File: config.mk
export PLATFORM = sky130hd
export DESIGN_NAME = dma_mc_ctrl_flat
export DESIGN_NICKNAME = d
export VERILOG_FILES = /design/src/rtl/dma_mc_ctrl_if.sv /design/src/rtl/dma_mc_ctrl.sv /design/src/flat_wrapper.sv
export SDC_FILE = /design/constraint.sdc
export NUM_CORES = 2
export LEC_CHECK = 0
export CAP_MARGIN = 20
export CORE_MARGIN = 1
export CORE_UTILIZATION = 66
export CTS_CLUSTER_SIZE = 16
export DETAILED_ROUTE_END_ITERATION = 6
export PLACE_DENSITY_LB_ADDON = 0.12
export SYNTH_ARGS = -nofsm -noshare
export SYNTH_HDL_FRONTEND = slang
export SYNTH_SLANG_ARGS = --single-unit
File: constraint.sdc
create_clock -name clk -period 54.1 [get_ports clk]
set_input_delay 10.82 -clock clk [delete_from_list [all_inputs] [get_ports clk]]
set_output_delay 10.82 -clock clk [all_outputs]
set_load 0.02 [all_outputs]
File: src/rtl/dma_mc_ctrl_if.sv
// Register-write, burst-request, completion, descriptor-fetch and interrupt signals of dma_mc_ctrl.
// The master modport is the environment side; slave is the controller side.
interface dma_mc_ctrl_if #(parameter int NCH = 4);
  localparam int CW = (NCH > 1) ? $clog2(NCH) : 1;

  logic            wen;
  logic [CW-1:0]   wch;
  logic [2:0]      waddr;
  logic [31:0]     wdata;

  logic            req_valid;
  logic            req_ready;
  logic [CW-1:0]   req_ch;
  logic [31:0]     req_src;
  logic [31:0]     req_dst;
  logic [3:0]      req_len;

  logic            done_valid;
  logic [CW-1:0]   done_ch;

  logic            fetch_valid;
  logic            fetch_ready;
  logic [CW-1:0]   fetch_ch;
  logic [31:0]     fetch_addr;

  logic [NCH-1:0]  irq;
  logic [NCH-1:0]  irq_clr;

  modport master (
    output wen, wch, waddr, wdata, req_ready, done_valid, done_ch, fetch_ready, irq_clr,
    input  req_valid, req_ch, req_src, req_dst, req_len, fetch_valid, fetch_ch, fetch_addr, irq
  );

  modport slave (
    input  wen, wch, waddr, wdata, req_ready, done_valid, done_ch, fetch_ready, irq_clr,
    output req_valid, req_ch, req_src, req_dst, req_len, fetch_valid, fetch_ch, fetch_addr, irq
  );
endinterface

File: src/rtl/dma_mc_ctrl.sv
// Multi-channel DMA burst scheduler: round-robin burst requests split at MAX_BEATS and BOUND,
// descriptor-chain fetch requests and per-channel completion interrupts.
module dma_mc_ctrl #(
  parameter int NCH       = 4,
  parameter int MAX_BEATS = 16,
  parameter int BOUND     = 64
) (
  input  logic         clk,
  input  logic         rst,
  dma_mc_ctrl_if.slave bus
);
  localparam int CW = (NCH > 1) ? $clog2(NCH) : 1;

  typedef enum logic [2:0] {IDLE, ARMED, BUSY, FETCH, DONE} st_t;

  st_t            st  [NCH];
  logic [31:0]    src [NCH];
  logic [31:0]    dst [NCH];
  logic [31:0]    len [NCH];
  logic [31:0]    nxt [NCH];
  logic [NCH-1:0] eoc;
  logic [NCH-1:0] fetched;
  logic [NCH-1:0] irq;
  logic [CW-1:0]  rr;

  logic           req_valid;
  logic [CW-1:0]  req_ch;
  logic [31:0]    req_src;
  logic [31:0]    req_dst;
  logic [3:0]     req_len;

  logic [NCH-1:0] abort_hit;
  logic           gnt_vld;
  logic [CW-1:0]  gnt;
  logic [4:0]     gnt_beats;
  logic           hs;
  logic [31:0]    req_beats;
  logic [31:0]    req_bytes;
  logic           fetch_pend;
  logic [CW-1:0]  fetch_sel;

  function automatic logic [4:0] calc_beats(input logic [31:0] s, input logic [31:0] d,
                                            input logic [31:0] l);
    logic [31:0] mask;
    logic [31:0] rs;
    logic [31:0] rd;
    logic [4:0]  b;
    mask = 32'(BOUND - 1);
    rs   = (32'(BOUND) - (s & mask)) >> 2;
    rd   = (32'(BOUND) - (d & mask)) >> 2;
    b    = 5'(MAX_BEATS);
    if (l  < 32'(b)) b = l[4:0];
    if (rs < 32'(b)) b = rs[4:0];
    if (rd < 32'(b)) b = rd[4:0];
    return b;
  endfunction

  always_comb begin
    abort_hit = '0;
    for (int i = 0; i < NCH; i++)
      abort_hit[i] = bus.wen && (bus.waddr == 3'd6) && (bus.wch == CW'(i));
  end

  // Search starts at rr, the channel after the last grant; a channel being aborted is skipped.
  always_comb begin
    gnt_vld = 1'b0;
    gnt     = '0;
    for (int k = 0; k < NCH; k++) begin
      if (!gnt_vld && st[(int'(rr) + k) % NCH] == ARMED && !abort_hit[(int'(rr) + k) % NCH]) begin
        gnt_vld = 1'b1;
        gnt     = CW'((int'(rr) + k) % NCH);
      end
    end
  end

  assign gnt_beats = calc_beats(src[gnt], dst[gnt], len[gnt]);
  assign hs        = req_valid && bus.req_ready && !abort_hit[req_ch];
  assign req_beats = {28'd0, req_len} + 32'd1;
  assign req_bytes = req_beats << 2;

  always_comb begin
    fetch_pend = 1'b0;
    fetch_sel  = '0;
    for (int i = NCH - 1; i >= 0; i--) begin
      if (st[i] == FETCH && !fetched[i]) begin
        fetch_pend = 1'b1;
        fetch_sel  = CW'(i);
      end
    end
  end

  always_ff @(posedge clk or posedge rst) begin
    if (rst) begin
      for (int i = 0; i < NCH; i++) begin
        st[i]  <= IDLE;
        src[i] <= '0;
        dst[i] <= '0;
        len[i] <= '0;
        nxt[i] <= '0;
      end
      eoc       <= '0;
      fetched   <= '0;
      irq       <= '0;
      rr        <= '0;
      req_valid <= 1'b0;
      req_ch    <= '0;
      req_src   <= '0;
      req_dst   <= '0;
      req_len   <= '0;
    end else begin
      for (int i = 0; i < NCH; i++) begin
        // Clear comes first so any set later in this iteration wins.
        if (bus.irq_clr[i]) begin
          irq[i] <= 1'b0;
          if (st[i] == DONE) st[i] <= IDLE;
        end
        if (bus.done_valid && bus.done_ch == CW'(i) && st[i] == BUSY) begin
          if (len[i] != '0) begin
            st[i] <= ARMED;
          end else if (eoc[i]) begin
            st[i]  <= DONE;
            irq[i] <= 1'b1;
          end else begin
            st[i]      <= FETCH;
            fetched[i] <= 1'b0;
          end
        end
        if (hs && req_ch == CW'(i)) begin
          src[i] <= src[i] + req_bytes;
          dst[i] <= dst[i] + req_bytes;
          len[i] <= len[i] - req_beats;
          st[i]  <= BUSY;
        end
        if (fetch_pend && bus.fetch_ready && fetch_sel == CW'(i))
          fetched[i] <= 1'b1;
        if (bus.wen && bus.wch == CW'(i)) begin
          case (bus.waddr)
            3'd0: if (st[i] != ARMED && st[i] != BUSY) src[i] <= bus.wdata;
            3'd1: if (st[i] != ARMED && st[i] != BUSY) dst[i] <= bus.wdata;
            3'd2: if (st[i] != ARMED && st[i] != BUSY) len[i] <= bus.wdata;
            3'd3: if (st[i] != ARMED && st[i] != BUSY) nxt[i] <= bus.wdata;
            3'd4: if (st[i] != ARMED && st[i] != BUSY) eoc[i] <= bus.wdata[0];
            3'd5: begin
              if (st[i] == IDLE || st[i] == FETCH) begin
                fetched[i] <= 1'b0;
                if (len[i] != '0) begin
                  st[i] <= ARMED;
                end else if (eoc[i]) begin
                  st[i]  <= DONE;
                  irq[i] <= 1'b1;
                end else begin
                  st[i] <= FETCH;
                end
              end
            end
            3'd6: begin
              st[i]      <= IDLE;
              irq[i]     <= 1'b0;
              fetched[i] <= 1'b0;
            end
            default: ;
          endcase
        end
      end

      // Request fields are latched at grant and held until accepted or aborted.
      if (req_valid) begin
        if (bus.req_ready || abort_hit[req_ch]) req_valid <= 1'b0;
      end else if (gnt_vld) begin
        req_valid <= 1'b1;
        req_ch    <= gnt;
        req_src   <= src[gnt];
        req_dst   <= dst[gnt];
        req_len   <= 4'(gnt_beats - 5'd1);
        rr        <= CW'((int'(gnt) + 1) % NCH);
      end
    end
  end

  assign bus.req_valid   = req_valid;
  assign bus.req_ch      = req_ch;
  assign bus.req_src     = req_src;
  assign bus.req_dst     = req_dst;
  assign bus.req_len     = req_len;
  assign bus.fetch_valid = fetch_pend;
  assign bus.fetch_ch    = fetch_sel;
  assign bus.fetch_addr  = nxt[fetch_sel];
  assign bus.irq         = irq;
endmodule

File: src/flat_wrapper.sv
// flat-port wrapper written by rule: the top's interface ports become plain ports
module dma_mc_ctrl_flat 
#(
  parameter int NCH       = 4,
  parameter int MAX_BEATS = 16,
  parameter int BOUND     = 64
)
  (clk, rst, bus_wen, bus_wch, bus_waddr, bus_wdata, bus_req_ready, bus_done_valid, bus_done_ch, bus_fetch_ready, bus_irq_clr, bus_req_valid, bus_req_ch, bus_req_src, bus_req_dst, bus_req_len, bus_fetch_valid, bus_fetch_ch, bus_fetch_addr, bus_irq);
  dma_mc_ctrl_if #(.NCH(NCH)) bus_i ();
  input  logic clk;
  input  logic rst;
  input wire logic [$bits(bus_i.wen)-1:0] bus_wen;
  input wire logic [$bits(bus_i.wch)-1:0] bus_wch;
  input wire logic [$bits(bus_i.waddr)-1:0] bus_waddr;
  input wire logic [$bits(bus_i.wdata)-1:0] bus_wdata;
  input wire logic [$bits(bus_i.req_ready)-1:0] bus_req_ready;
  input wire logic [$bits(bus_i.done_valid)-1:0] bus_done_valid;
  input wire logic [$bits(bus_i.done_ch)-1:0] bus_done_ch;
  input wire logic [$bits(bus_i.fetch_ready)-1:0] bus_fetch_ready;
  input wire logic [$bits(bus_i.irq_clr)-1:0] bus_irq_clr;
  output wire logic [$bits(bus_i.req_valid)-1:0] bus_req_valid;
  output wire logic [$bits(bus_i.req_ch)-1:0] bus_req_ch;
  output wire logic [$bits(bus_i.req_src)-1:0] bus_req_src;
  output wire logic [$bits(bus_i.req_dst)-1:0] bus_req_dst;
  output wire logic [$bits(bus_i.req_len)-1:0] bus_req_len;
  output wire logic [$bits(bus_i.fetch_valid)-1:0] bus_fetch_valid;
  output wire logic [$bits(bus_i.fetch_ch)-1:0] bus_fetch_ch;
  output wire logic [$bits(bus_i.fetch_addr)-1:0] bus_fetch_addr;
  output wire logic [$bits(bus_i.irq)-1:0] bus_irq;
  assign bus_i.wen = bus_wen;
  assign bus_i.wch = bus_wch;
  assign bus_i.waddr = bus_waddr;
  assign bus_i.wdata = bus_wdata;
  assign bus_i.req_ready = bus_req_ready;
  assign bus_i.done_valid = bus_done_valid;
  assign bus_i.done_ch = bus_done_ch;
  assign bus_i.fetch_ready = bus_fetch_ready;
  assign bus_i.irq_clr = bus_irq_clr;
  assign bus_req_valid = bus_i.req_valid;
  assign bus_req_ch = bus_i.req_ch;
  assign bus_req_src = bus_i.req_src;
  assign bus_req_dst = bus_i.req_dst;
  assign bus_req_len = bus_i.req_len;
  assign bus_fetch_valid = bus_i.fetch_valid;
  assign bus_fetch_ch = bus_i.fetch_ch;
  assign bus_fetch_addr = bus_i.fetch_addr;
  assign bus_irq = bus_i.irq;
  dma_mc_ctrl #(.NCH(NCH), .MAX_BEATS(MAX_BEATS), .BOUND(BOUND)) u_core (.clk(clk), .rst(rst), .bus(bus_i));
endmodule
==> out/qor.yml <==
run_status:
  status: "finished with violations"
  violations_in_the_final_reports: "DRC"
synth:
  synth_warnings: 0
  avgSynthCellArea_um2: 8.764
  synth_top_family_by_area: "simple AND/OR/NAND/NOR gates"
  post_synth_instance_area_um2: 33940
  post_synth_fa_ha_maj_area_fraction_pct: 3.325
  synthesis.instances: 3873
  synthSimpleGateAreaFrac_pct: 22.57
  synth.distinct_cells: 77
  synth-seq-area-share_pct: 44.90
  synth_enable_flop_cells: 0
  muxShareOfSynthArea_pct: 6.208
  synthesis.nets: 4005
  synth-xor-area-share_pct: 8.903
  postSynth.asyncResetShare_pct: 100.0
  synth-main-ff-cell: "dfrtp_1"
  synth_compound_area_share_pct: 10.84
  synth_seq_cells: 609
place:
  dp_hpwl_um: 58950
  placement.io_buffers: 158
  pre_cts_ws_ps: 35110
  numPlacedInstances: 4526
  gpl.final_weighted_congestion: 0.9273
finish:
  drive_gt1_share_pct: 9.274
  filler_instances: 3713
  mostFrequentLayoutCell: "nand2_1"
  nNetsFinal: 4059
  fin_cells: 4652
  most-common-layout-cells: "nand2_1, dfrtp_1, nor2_1"
  flow.area_growth_from_synthesis_pct: 12.57
  final_util_pct: 75.69
global_route:
  grt_pass1_wl_um: 145200
  grt_overflow_total: 0
  vias_in_the_first_global_route: 27980
  maximum_number_of_pins_on_one_net_before_global_route_repair: 170
  globalRouteTotalUtil_pct: 34.53
  antenna_found_initial: 1
drt:
  route.antenna.remaining_nets: 0
  routedWlPerCell_um: 19.12
  detail_route.first_pass.iterations: 7
  vias: 28200
  route.detailed.drc: 1
  wl_um: 88940
  via_cell_ratio: 6.063
  drt_iter0_drc: 2678
sta:
  timing_worst_slew_pin_value_ps: 1076
  max_slew_margin_pct: 28.04
  setup_slack_after_layout_ps: 35580
  finalMaxSlewViolations: 0
  report.final.setup_viol: 0
  fin_crit_ps: 18520
  grt_setup_unrepaired: "no"
  post-route-period-util_pct: 34.23
  finalClockSkew_ps: 24.61
  tns_ps: 0
  report.final.hold_viol_count: 0
  fmax_mhz: 54.01
setup_path:
  ff_to_ff_start: "u_core.st[4]$_DFF_PP0_"
  crit_path_end: "u_core.bus.req_len[2]$_DFFE_PP0P_"
  critPathLaunchType: "input pin"
  worst-endpoint-arrival_ps: 18970
  cp.required_ps: 54550
  worst_path_max_delay_cell: "and3_4"
  critical_path_depth: 25
  cp_common_cell: "ha_1"
  path_max_fanout: 67
  worst_reg_to_reg_path_cell_count: 26
  critical_path.n_buffers_inverters: 2
  crit_path_end_kind: "flop"
  crit_path_max_incr_delay_ps: 810
  critPathLaunch: "bus_wen"
  worstSetupPathType: "input pin to flop"
  rr_endpoint: "u_core.bus.req_len[2]$_DFFE_PP0P_"
  crit_family: "compound AO/OA/AOI/OAI gates"
  worst-r2r-setup-slack_ps: 46230
clock_network:
  cts_made_buffers: 67
  clock_tree.buffer_depth: 3
  cts.reportedPaths.clkPinSlew_ps: 60
  cts_tree: "yes"
  post-cts-setup-buffer-count: 0
  post_cts.resized_instances: 0
  ctsHtreeMaxLevel: 3
  postCtsHoldBufs: 0
  clkLatencyLatePin_ps: 620
  clockRootBuffer: "clkbuf_16"
  clock_sinks: 609
pwr:
  leakage_power_of_the_design_nw: 16.95
  max-vdd-ir-drop_mv: 0.04935
  share_clk_of_total_power_pct: 18.3
  powerDensity_nw_per_um2: 65.74
  switching_fraction_of_total_power_pct: 42.45
  internal_power_mw: 1.445
  share_seq_of_total_power_pct: 34.5
  combPwrFrac_pct: 47.2
  finalPower_mw: 2.512
  p_switching_mw: 1.066
floorplan:
  die_w_um: 228.8
  die_h_um: 228.8
  floorplan.rows: 82
  design.die.area_um2: 52340
  floorplan.initialDensity_pct: 67.24
  core-area_um2: 50480
  io_pins: 159
hold_path:
  hold_path.startpoint: "u_core.bus.req_src[9]$_DFFE_PP0P_"
  hold_path.class: "flop to flop"
run:
  cap_violations: 0
==> stage by stage <==
step / hold slack, ps / instance area (µm²)
after floorplan: 478.2 / 33940
final: 469.2 / 38210
after detailed placement: 462.7 / 35910
after global routing: 494.6 / 38200
after CTS: 476.1 / 38120
after global placement: 459.2 / 35910
==> logic make-up after synthesis <==
kind of cell             Yosys count
AND/OR/NAND/NOR                 1730
AO/OA/AOI/OAI                    632
flip-flops                       609
XOR/XNOR                         345
buffers and inverters            286
multiplexers                     188
adder cells (fa/ha/maj)           83
==> worst min-delay path by stage <==
| stage | end | depth (start not counted) |
|---|---|---|
| 3_3_place_gp | u_core.bus.req_dst[1]$_DFFE_PP0P_ | 2 |
| 6_report | u_core.bus.req_src[9]$_DFFE_PP0P_ | 2 |
| 3_5_place_dp | u_core.bus.req_src[9]$_DFFE_PP0P_ | 2 |
| 2_1_floorplan | u_core.nxt[94]$_DFFE_PP0P_ | 1 |
| 5_1_grt | u_core.bus.req_dst[23]$_DFFE_PP0P_ | 2 |
| 4_1_cts | u_core.bus.req_src[9]$_DFFE_PP0P_ | 2 |
==> area by class of cell <==
class	count	area (µm²)	area share (%)
diodes	1	2.502	0.006550
clock buffers	100	2003	5.243
clock inverters	21	214.0	0.5600
inverters	69	266.5	0.6975
multi-input cells	2978	17670	46.24
flip-flops and latches	609	15240	39.89
well taps	672	840.8	2.201
repair buffers	202	1974	5.168
==> synthesized netlist by cell type (12+ instances only) <==
cell type,instances,area [µm²]
nand2_1,648,2432
dfrtp_1,609,15240
nor2_1,518,1944
a21oi_1,397,1987
nand3_1,240,1201
xnor2_1,186,1629
clkbuf_1,179,671.9
mux2_2,176,1982
xor2_1,159,1393
ha_1,71,888.4
inv_1,69,259.0
nor3_1,68,340.3
o21ai_0,68,340.3
and3_1,52,325.3
a222oi_1,32,320.3
nand4_1,32,200.2
buf_1,29,108.9
a31oi_1,27,168.9
nor4_1,27,168.9
nor2b_1,26,162.7
or3_1,25,156.4
or4_1,20,150.1
a21o_1,16,120.1
nand2b_1,13,81.33
fa_1,12,240.2
o211ai_1,12,90.09
==> power by group through the flow <==
| stage | clock (mW) | combinational (mW) | sequential (mW) |
|---|---|---|---|
| detailed placement | 0 | 1.17 | 0.862 |
| global route | 0.484 | 1.32 | 0.892 |
| CTS | 0.466 | 1.18 | 0.859 |
| global placement | 0 | 1.13 | 0.854 |
| floorplan | 0 | 0.850 | 0.839 |
| finish | 0.461 | 1.19 | 0.866 |
==> registers in the layout (all words and copies together) (netlist names) <==
| signal | count |
|---|---|
| u_core.bus.req_len | 4 |
| u_core.bus.req_dst | 32 |
| u_core.nxt | 128 |
| u_core.len | 128 |
| u_core.src | 128 |
| u_core.bus.req_ch | 2 |
| u_core.rr | 2 |
| u_core.bus.irq | 4 |
| u_core.st | 12 |
| u_core.dst | 128 |
| u_core.fetched | 4 |
| u_core.bus.req_src | 32 |
| u_core.eoc | 4 |
| u_core.bus.req_valid | 1 |
==> per-layer routing <==
| layer | part of all wire [%] | track usage [%] | vias to the layer above |
|---|---|---|---|
| li1 | - | - | 13350 |
| met3 | 7.3 | 5.951 | 190 |
| met5 | 0 | 0 | - |
| met2 | 47 | 55.90 | 1005 |
| met1 | 42 | 47.05 | 13660 |
| met4 | 3.0 | 12.31 | 0 |
==> worst register-to-register path, stage by stage (launching register included) <==
cell	delay [ps]
dfrtp_1	430
nor3b_1	440
o21ai_1	280
or3_1	590
nand3_4	430
buf_4	810
mux2i_1	290
mux2_2	210
and3_1	220
nand2_1	100
xnor2_1	210
ha_1	270
a21oi_1	130
o21bai_1	120
o41ai_2	710
nor2_1	90
a21oi_1	250
ha_1	290
a211oi_1	340
or3b_2	470
a31oi_1	190
o31ai_1	180
nand2_1	100
o21ai_0	80
ha_1	240
xnor2_1	160
o21ai_1	70
Power figures use the tool's default switching activity.
